[src/rtl/lfsr_mon_pkg.sv]
`default_nettype none
// ============================================================================
// Module      : lfsr_mon_pkg
// Description : Shared FSM state type, half-select constants and half-slice
//               helpers for the LFSR period monitor.
// Revision    : 1.0 - initial release
// ============================================================================
package lfsr_mon_pkg;

    typedef enum logic [1:0] {
        IDLE    = 2'd0,
        ARM     = 2'd1,
        MEASURE = 2'd2,
        DONE    = 2'd3
    } state_t;

    localparam logic SEL_UPPER = 1'b0;
    localparam logic SEL_LOWER = 1'b1;

    // Bit ranges of the two 3-bit chain halves inside the 6-bit word
    localparam int WORD_W    = 6;
    localparam int HALF_W    = 3;
    localparam int UPPER_MSB = 2;
    localparam int UPPER_LSB = 0;
    localparam int LOWER_MSB = 5;
    localparam int LOWER_LSB = 3;

    // Selected half; its bit 0 is the serial output of that chain
    function automatic logic [HALF_W-1:0] get_half(input logic [WORD_W-1:0] word,
                                                   input logic              sel);
        return (sel == SEL_LOWER) ? word[LOWER_MSB:LOWER_LSB]
                                  : word[UPPER_MSB:UPPER_LSB];
    endfunction

endpackage
`default_nettype wire

[src/rtl/lfsr_mon_stuck.sv]
`default_nettype none
// ============================================================================
// Module      : lfsr_mon_stuck
// Description : Frozen-word detector. Counts consecutive identical samples and
//               raises a sticky flag on the STUCK_LIMIT-th identical sample.
// Revision    : 1.0 - initial release
// ============================================================================
module lfsr_mon_stuck
    import lfsr_mon_pkg::*;
#(
    parameter int STUCK_LIMIT = 4
) (
    input  logic              clk,
    input  logic              rst_n,
    input  logic [WORD_W-1:0] i_word,
    input  logic              i_clear,
    output logic              o_stuck
);

    localparam int RUN_W = $clog2(STUCK_LIMIT + 1);
    // Run value that, when reached, marks the STUCK_LIMIT-th identical sample
    localparam logic [RUN_W-1:0] c_run_set = RUN_W'(STUCK_LIMIT - 2);
    localparam logic [RUN_W-1:0] c_run_max = RUN_W'(STUCK_LIMIT);

    logic [WORD_W-1:0] r_prev;
    logic [RUN_W-1:0]  r_run;
    logic              r_stuck;
    logic              w_equal;

    assign w_equal = (i_word == r_prev);

    // Previous-word register and saturating run-length counter
    always_ff @(posedge clk or negedge rst_n) begin
        if (!rst_n) begin
            r_prev <= '0;
            r_run  <= '0;
        end else begin
            r_prev <= i_word;
            if (!w_equal) begin
                r_run <= '0;
            end else if (r_run != c_run_max) begin
                r_run <= r_run + 1'b1;
            end
        end
    end

    // Sticky flag; a fresh detection wins over a simultaneous clear
    always_ff @(posedge clk or negedge rst_n) begin
        if (!rst_n) begin
            r_stuck <= 1'b0;
        end else if (w_equal && (r_run == c_run_set)) begin
            r_stuck <= 1'b1;
        end else if (i_clear) begin
            r_stuck <= 1'b0;
        end
    end

    assign o_stuck = r_stuck;

endmodule
`default_nettype wire

[src/rtl/lfsr_period_monitor.sv]
`default_nettype none
// ============================================================================
// Module      : lfsr_period_monitor
// Description : Measures the repeat period of one 3-bit half of a 6-bit LFSR
//               word, flags a frozen word, and returns results over a
//               valid/ready handshake.
//               Macro LFSR_MON_ONES_EN builds the ones counter; without it
//               o_ones is tied to zero.
// Revision    : 1.0 - initial release
// ============================================================================
module lfsr_period_monitor
    import lfsr_mon_pkg::*;
#(
    parameter int CNT_W       = 8,
    parameter int TIMEOUT     = 255,
    parameter int STUCK_LIMIT = 4
) (
    input  logic              clk,
    input  logic              rst_n,
    input  logic [WORD_W-1:0] i_lfsr_word,
    input  logic              i_sel,
    input  logic              i_start,
    output logic              o_busy,
    output logic              o_res_valid,
    input  logic              i_res_ready,
    output logic [CNT_W-1:0]  o_period,
    output logic              o_timeout,
    output logic [CNT_W-1:0]  o_ones,
    output logic              o_stuck
);

    localparam logic [CNT_W-1:0] c_timeout = CNT_W'(TIMEOUT);

    state_t             r_state;
    state_t             w_state_nxt;
    logic               r_sel_q;
    logic [HALF_W-1:0]  r_ref;
    logic [CNT_W-1:0]   r_count;
    logic [CNT_W-1:0]   r_period;
    logic               r_timeout;

    logic [HALF_W-1:0]  w_half;
    logic [CNT_W-1:0]   w_cnt_inc;
    logic               w_match;
    logic               w_limit;
    logic               w_start_acc;

    assign w_half      = get_half(i_lfsr_word, r_sel_q);
    assign w_cnt_inc   = r_count + 1'b1;
    assign w_match     = (w_half == r_ref);
    assign w_limit     = (w_cnt_inc == c_timeout);
    assign w_start_acc = (r_state == IDLE) && i_start;

    // State register
    always_ff @(posedge clk or negedge rst_n) begin
        if (!rst_n) begin
            r_state <= IDLE;
        end else begin
            r_state <= w_state_nxt;
        end
    end

    // Next-state logic; start is only honoured in IDLE
    always_comb begin
        w_state_nxt = r_state;
        case (r_state)
            IDLE:    if (i_start)             w_state_nxt = ARM;
            ARM:                              w_state_nxt = MEASURE;
            MEASURE: if (w_match || w_limit)  w_state_nxt = DONE;
            DONE:    if (i_res_ready)         w_state_nxt = IDLE;
            default:                          w_state_nxt = IDLE;
        endcase
    end

    // Output decode from the state register only
    always_comb begin
        o_busy      = (r_state == ARM) || (r_state == MEASURE);
        o_res_valid = (r_state == DONE);
    end

    // Measurement datapath; a match outranks the timeout limit
    always_ff @(posedge clk or negedge rst_n) begin
        if (!rst_n) begin
            r_sel_q   <= SEL_UPPER;
            r_ref     <= '0;
            r_count   <= '0;
            r_period  <= '0;
            r_timeout <= 1'b0;
        end else begin
            case (r_state)
                IDLE: begin
                    if (i_start) r_sel_q <= i_sel;
                end
                ARM: begin
                    r_ref   <= w_half;
                    r_count <= '0;
                end
                MEASURE: begin
                    r_count <= w_cnt_inc;
                    if (w_match) begin
                        r_period  <= w_cnt_inc;
                        r_timeout <= 1'b0;
                    end else if (w_limit) begin
                        r_period  <= '0;
                        r_timeout <= 1'b1;
                    end
                end
                default: ;
            endcase
        end
    end

    assign o_period  = r_period;
    assign o_timeout = r_timeout;

`ifdef LFSR_MON_ONES_EN
    logic [CNT_W-1:0] r_ones;
    logic             w_serial;

    assign w_serial = w_half[0];

    // Ones accumulated over the same cycles that advance the period count
    always_ff @(posedge clk or negedge rst_n) begin
        if (!rst_n) begin
            r_ones <= '0;
        end else if (r_state == ARM) begin
            r_ones <= '0;
        end else if (r_state == MEASURE) begin
            r_ones <= r_ones + CNT_W'(w_serial);
        end
    end

    assign o_ones = r_ones;
`else
    assign o_ones = '0;
`endif

    lfsr_mon_stuck #(
        .STUCK_LIMIT (STUCK_LIMIT)
    ) u_stuck (
        .clk     (clk),
        .rst_n   (rst_n),
        .i_word  (i_lfsr_word),
        .i_clear (w_start_acc),
        .o_stuck (o_stuck)
    );

endmodule
`default_nettype wire
[config.mk]
export PLATFORM = sky130hd
export DESIGN_NAME = lfsr_period_monitor
export DESIGN_NICKNAME = d
export VERILOG_FILES = /design/src/rtl/lfsr_mon_pkg.sv /design/src/rtl/lfsr_mon_stuck.sv /design/src/rtl/lfsr_period_monitor.sv
export SDC_FILE = /design/constraint.sdc
export NUM_CORES = 1
export LEC_CHECK = 0
export CAP_MARGIN = 30
export CORE_UTILIZATION = 52
export CTS_CLUSTER_DIAMETER = 100
export DETAILED_ROUTE_END_ITERATION = 10
export PLACE_DENSITY = 0.9
export SLEW_MARGIN = 25
export SYNTH_ARGS = -nofsm -noshare
export SYNTH_HDL_FRONTEND = slang
export SYNTH_SLANG_ARGS = --single-unit
[constraint.sdc]
create_clock -name clk -period 2.2 [get_ports clk]
set_input_delay 0.22 -clock clk [delete_from_list [all_inputs] [get_ports clk]]
set_output_delay 0.22 -clock clk [all_outputs]
set_load 0.005 [all_outputs]
## Word level (Yosys, flattened, before mapping)

Index checks and enable logic that the tools add are counted.

- Input port bits: 11
- Register bits: 33
- Output and inout bits: 20
- Logic and storage cells: 48

- Add/sub/neg operators: 2
- Multiplexer cells: 14
- Eq/ne operators: 12
- Reductions and logical operators: 11

Operators by type and width:

| operator | count |
|---|---|
| 8-bit 2-to-1 mux | 2 |
| 8-bit case mux with 2 select lines | 1 |
| 3-bit 2-to-1 mux | 3 |
| 8-bit by 1-bit adder with 8-bit output (second input constant) | 1 |
| 8-bit equality test (second input constant) | 1 |
| 2-bit case mux with 4 select lines | 1 |
| 6-bit equality test | 1 |
| 2-bit 2-to-1 mux | 3 |
| 2-bit inequality test (second input constant) | 3 |
| 2-bit nonzero test | 3 |
| 2-bit equality test (second input constant) | 2 |
| 1-bit 2-to-1 mux | 4 |
| 2-bit AND reduction | 2 |
| 3-bit by 1-bit adder with 3-bit output (second input constant) | 1 |
| 3-bit by 2-bit equality test with 1-bit output (second input constant) | 1 |
| 3-bit equality test | 1 |
| 3-bit inequality test (second input constant) | 1 |
| 3-bit AND reduction | 1 |
| 2-bit by 1-bit equality test with 1-bit output (second input constant) | 1 |
| 1-bit logical AND | 2 |
| 2-bit logical NOT | 1 |
| 1-bit logical OR | 2 |
| 2-bit by 1-bit inequality test with 1-bit output (second input constant) | 1 |

## Depth between registers and ports, before layout

- Word-level depth: 5
- Gate-level depth with buffers: 8
- Depth with buffers taken out: 7

## Cells and area by module

From an unflattened synthesis, not the netlist that was laid out.

- Cell total of the unflattened synthesis: 153
- Area, all modules: 1689.1 µm²

Modules (own cells, without submodules):

| module | seq. area each (µm²) | cells each | area each (µm²) | times used |
|---|---|---|---|---|
| lfsr_period_monitor | 575.6 | 119 | 1248.7 | 1 |
| lfsr_mon_stuck | 250.2 | 34 | 440.4 | 1 |

## Worst setup path after synthesis

OpenSTA, ideal clock, no wires.

- Path kind: register -> register
- From: reg r_count[1]
- To: reg r_state[1]
- Stages on the path, launching flop included: 9
- Required time: 2.075 ns
- Period minus slack after synthesis: 1.943 ns
- Path slack: 0.257 ns
- Arrival: 1.818 ns
- Path buffers: 1
- Path through: dfrtp_1 -> ha_1 -> and3_1 -> buf_6 -> a41oi_2 -> a211oi_2 -> a211oi_2 -> nor2_2 -> mux2_4

- Cells in the longest elaborated chain, start to end: 5

Ends and longest elaborated chain:

| element | RTL line | RTL |
|---|---|---|
| from (decl) | lfsr_period_monitor.sv:38 | `logic [CNT_W-1:0] r_count;` |
| from (signal assigned) | lfsr_period_monitor.sv:99 | `r_count <= w_cnt_inc;` |
| 8-bit by 1-bit adder with 8-bit output | lfsr_period_monitor.sv:49 | `assign w_cnt_inc = r_count + 1'b1;` |
| 8-bit equality test | lfsr_period_monitor.sv:51 | `assign w_limit = (w_cnt_inc == c_timeout);` |
| 1-bit logical OR | lfsr_period_monitor.sv:69 | `MEASURE: if (w_match \|\| w_limit) w_state_nxt = DONE;` |
| 2-bit inequality test (no source line) | n/a |  |
| 3-bit AND reduction (no source line) | n/a |  |
| to (signal assigned) | lfsr_period_monitor.sv:59 | `r_state <= w_state_nxt;` |
| to (decl) | lfsr_period_monitor.sv:34 | `state_t r_state;` |

No other way between the ends.
A chain may end at the register's enable or synchronous reset.

## Worst setup path after layout

- From: reg r_state[1]
- To: out o_busy

- Cells in the longest elaborated chain, start to end: 2

Ends and longest elaborated chain:

| element | RTL line | RTL |
|---|---|---|
| 2-bit by 1-bit equality test with 1-bit output or 2-bit equality test (tied branches) | lfsr_period_monitor.sv:77 | `o_busy = (r_state == ARM) \|\| (r_state == MEASURE);` |
| 1-bit logical OR (*) | lfsr_period_monitor.sv:77 |  |
| to (decl) | lfsr_period_monitor.sv:23 | `output logic o_busy,` |

Every way passes the cells marked *; elsewhere a longest branch is shown, timed or not.

==> summary.txt <==
========================================================================================
Wire length of the first global-routing pass                                     5900 µm
Sequential share of power                                                          35.3%
Post-route insts no fill                                                             247
Static Leak                                                                     0.909 nW
Maximum level of the CTS H-tree                                                        2
Crit Path Max Fanout                                                                   8
Met2 track utilization from global routing                                         35.7%
Hold Crit Class                                                              in -> async
Number of standard-cell rows in the floorplan                                         21
Clock power share                                                                  21.4%
Die boundary width                                                               61.2 µm
Global routing's busiest layer                                                      met2
Most numerous cell in the Yosys netlist                                          dfrtp_1
Count of antenna diodes in the layout                                                  0
Part of the total power dissipated in combinational logic                          43.2%
Post-Syn Instances                                                                   172
CP startpoint                                                                 r_state[1]
Maximum operating frequency                                                      495 MHz
Final Hold Violating Endpoints                                                         0
Longest individual stage delay on the worst path                                 0.52 ns
Worst setup path category                                                     reg -> out
Net switching power                                                               814 µW
Arrival @ worst endpoint                                                         1.80 ns
Worst Clk Skew                                                                 0.0123 ns
Number of buffers created by CTS                                                       5
Fill cell count                                                                      259
Total setup violations reported at the end of the flow                                 0
Number of nets with antenna violations after detailed routing                          0
Cell family with the largest share of critical-path delay                   buffers and inverters
Number of cells after detailed placement                                             239
Number of search-and-repair iterations in the first detailed-routing pass              4
Clock tree from TritonCTS                                                          built
Worst-path cell with the longest stage delay                                clkdlybuf4s50_1
Buffer cell driving the clock tree root                                         clkbuf_4
Area growth, synth to finish                                                       18.2%
Share of the cycle needed by the critical path after routing                       91.9%
Final-layout worst hold slack                                                   0.256 ns
GRT Total Usage                                                                    22.3%
Number of nets in the final layout                                                   221
Max clock buf depth                                                                    2
Fraction of post-synthesis cell area in the top cell type by area                  45.4%
Placement Cell Area                                                             2060 µm²
EDFF count, synth                                                                      0
Vias per inst                                                                       5.28
Worst Reg-to-Reg Cells                                                                 6
Total Die Area                                                                  3740 µm²
Net Sw Frac                                                                        35.9%
Worst-path cell chain                                                       inv_1, ha_2, clkdlybuf4s50_1
Endpoint class of the critical path                                           output pin
Clock-pin slew on the worst setup and hold paths                                 0.11 ns
Number of primary I/O pins                                                            31
IR drop worst, VDD                                                              0.521 mV
Startpoint type of the worst setup path                                             flop
Layout cells sized above 1                                                         12.9%
Mean area per synthesized cell                                                  10.6 µm²
Yosys cell types                                                                      42
Drt drc                                                                                0
Port Buffers                                                                          22
Share of synthesized registers carrying an async set or reset                       100%
Warnings from Yosys                                                                    0
Internal power                                                                   1.45 mW
Minimum period implied by the final worst setup slack                            2.02 ns
Later-pin clock latency in the skew report                                       0.35 ns
Primary FF master, synth                                                         dfrtp_1
Total number of vias                                                                1304
Count of buffer and inverter cells on the critical path                                2
Number of max-capacitance violations reported                                          0
Count of hold buffers inserted by post-cts repair                                      0
Final non-filler cell area                                                      2150 µm²
Die height                                                                       61.2 µm
Initial antenna violation count                                                        0
Power density over cell area                                                 1050 nW/µm²
Core region area                                                                3340 µm²
Required time at the worst-slack endpoint                                        1.98 ns
Area leader, netlist                                                             dfrtp_1
Met3 Resource Use GR                                                               6.93%
Final worst-path setup slack                                                    0.178 ns
Combined area of all synthesized cells                                          1820 µm²
Initial core utilization                                                           54.5%
Post-DR wirelength/cell                                                          14.0 µm
Initial DRC Count                                                                     50
Number of flip-flops and latches in the synthesized netlist                           33
Reg-to-reg critical path startpoint                                           r_count[3]
Total Power                                                                      2.27 mW
Most used standard cells in the synthesized netlist                         33 x dfrtp_1, 16 x nand2_1, 10 x ha_1, 10 x inv_1, 10 x xnor2_1
Result of the run                                                              completed
Worst setup slack before clock tree synthesis                                   0.250 ns
Part of the Yosys area used for sequential elements                                45.4%
Overflow left after global routing                                                     0
Leading post-synthesis cells by cell area                                   dfrtp_1 45%, ha_1 6.9%, xnor2_1 4.8%
Final cell utilization of the core                                                 64.4%
Unrepaired setup endpoints after global routing                                       no
Sum of net half-perimeters after detailed placement                              2460 µm
Worst-case register-to-register setup slack                                      0.21 ns
Number of pins with negative max-slew slack in the final report                        0
Worst reg2reg endpoint                                                        r_state[1]
Sum of negative setup slack                                                         0 ns
Routed wire length                                                               3460 µm
Maximum number of pins on one net before global-route repair                          34
Via count of the first global-routing pass                                          1290
GR Util met1                                                                       28.2%
Routability Congestion                                                             0.814
Number of sinks handled by clock tree synthesis                                       33
========================================================================================
worst max path at each step:
stage                 endpoint  cells past startpoint
floorplan           r_state[1]                      8
CTS                     o_busy                      3
detailed placement  r_state[1]                      7
global route            o_busy                      3
global placement    r_state[1]                      7
finish                  o_busy                      3
power by group through the flow:
stage               logic (mW)  clock network [mW]  registers, mW
floorplan                0.610                   0          0.809
global placement         0.929                   0          0.805
detailed placement       0.961                   0          0.813
CTS                      0.970               0.491          0.801
global route              1.09               0.528          0.815
finish                   0.980               0.486          0.801
sequential cells by signal, summed over array words and instances, names as in the netlist:
register         flops
o_period             8
o_timeout            1
r_count              8
r_ref                3
r_sel_q              1
r_state              2
u_stuck.o_stuck      1
u_stuck.r_prev       6
u_stuck.r_run        3
cells in the final DEF, fill, tap and decap left out, types with 5 or more instances in the layout:
| cell | synthesis | layout |
|---|---|---|
| xor2_1 | 6 | 6 |
| ha_1 | 10 | 9 |
| a21oi_1 | 7 | 7 |
| inv_1 | 10 | 10 |
| conb_1 | 1 | 8 |
| dfrtp_1 | 33 | 33 |
| nor2_1 | 9 | 9 |
| nand2_1 | 16 | 16 |
| clkbuf_4 | 0 | 5 |
| o2bb2ai_1 | 7 | 7 |
| buf_4 | 9 | 7 |
| o21ai_0 | 8 | 8 |
| clkdlybuf4s50_1 | 0 | 22 |
| nand3_1 | 8 | 8 |
| xnor2_1 | 10 | 10 |
repair_timing:
| action | CTS | global route |
|---|---|---|
| setup buffers | 0 | 0 |
| gates resized for setup | 0 | 1 |
| endpoints found under the setup margin | 0 | 1 |
cell type report:
| class | count | area (µm²) | share of cell area [%] |
|---|---|---|---|
| inverters | 10 | 37.5 | 1.75 |
| clock inverters | 1 | 30.0 | 1.40 |
| flip-flops and latches | 33 | 826 | 38.4 |
| well taps | 46 | 57.6 | 2.68 |
| clock buffers | 7 | 55.1 | 2.56 |
| repair buffers | 29 | 273 | 12.7 |
| multi-input cells | 121 | 871 | 40.5 |
metal layers:
metal / routed length, µm / vias to the layer above / part of all wire [%]
met3: 171 / 4 / 4.9
met1: 1560 / 623 / 45
met5: 0 / - / 0
li1: - / 630 / -
met2: 1670 / 47 / 48
met4: 48 / 0 / 1.4
cells by family after synthesis:
group / share of synthesized area (%)
adder cells (fa/ha/maj): 6.88
other: 0.206
flip-flops: 45.4
XOR/XNOR: 7.70
AND/OR/NAND/NOR: 12.3
buffers and inverters: 8.32
multiplexers: 3.64
AO/OA/AOI/OAI: 15.5
(Power assumes the default switching activity.)
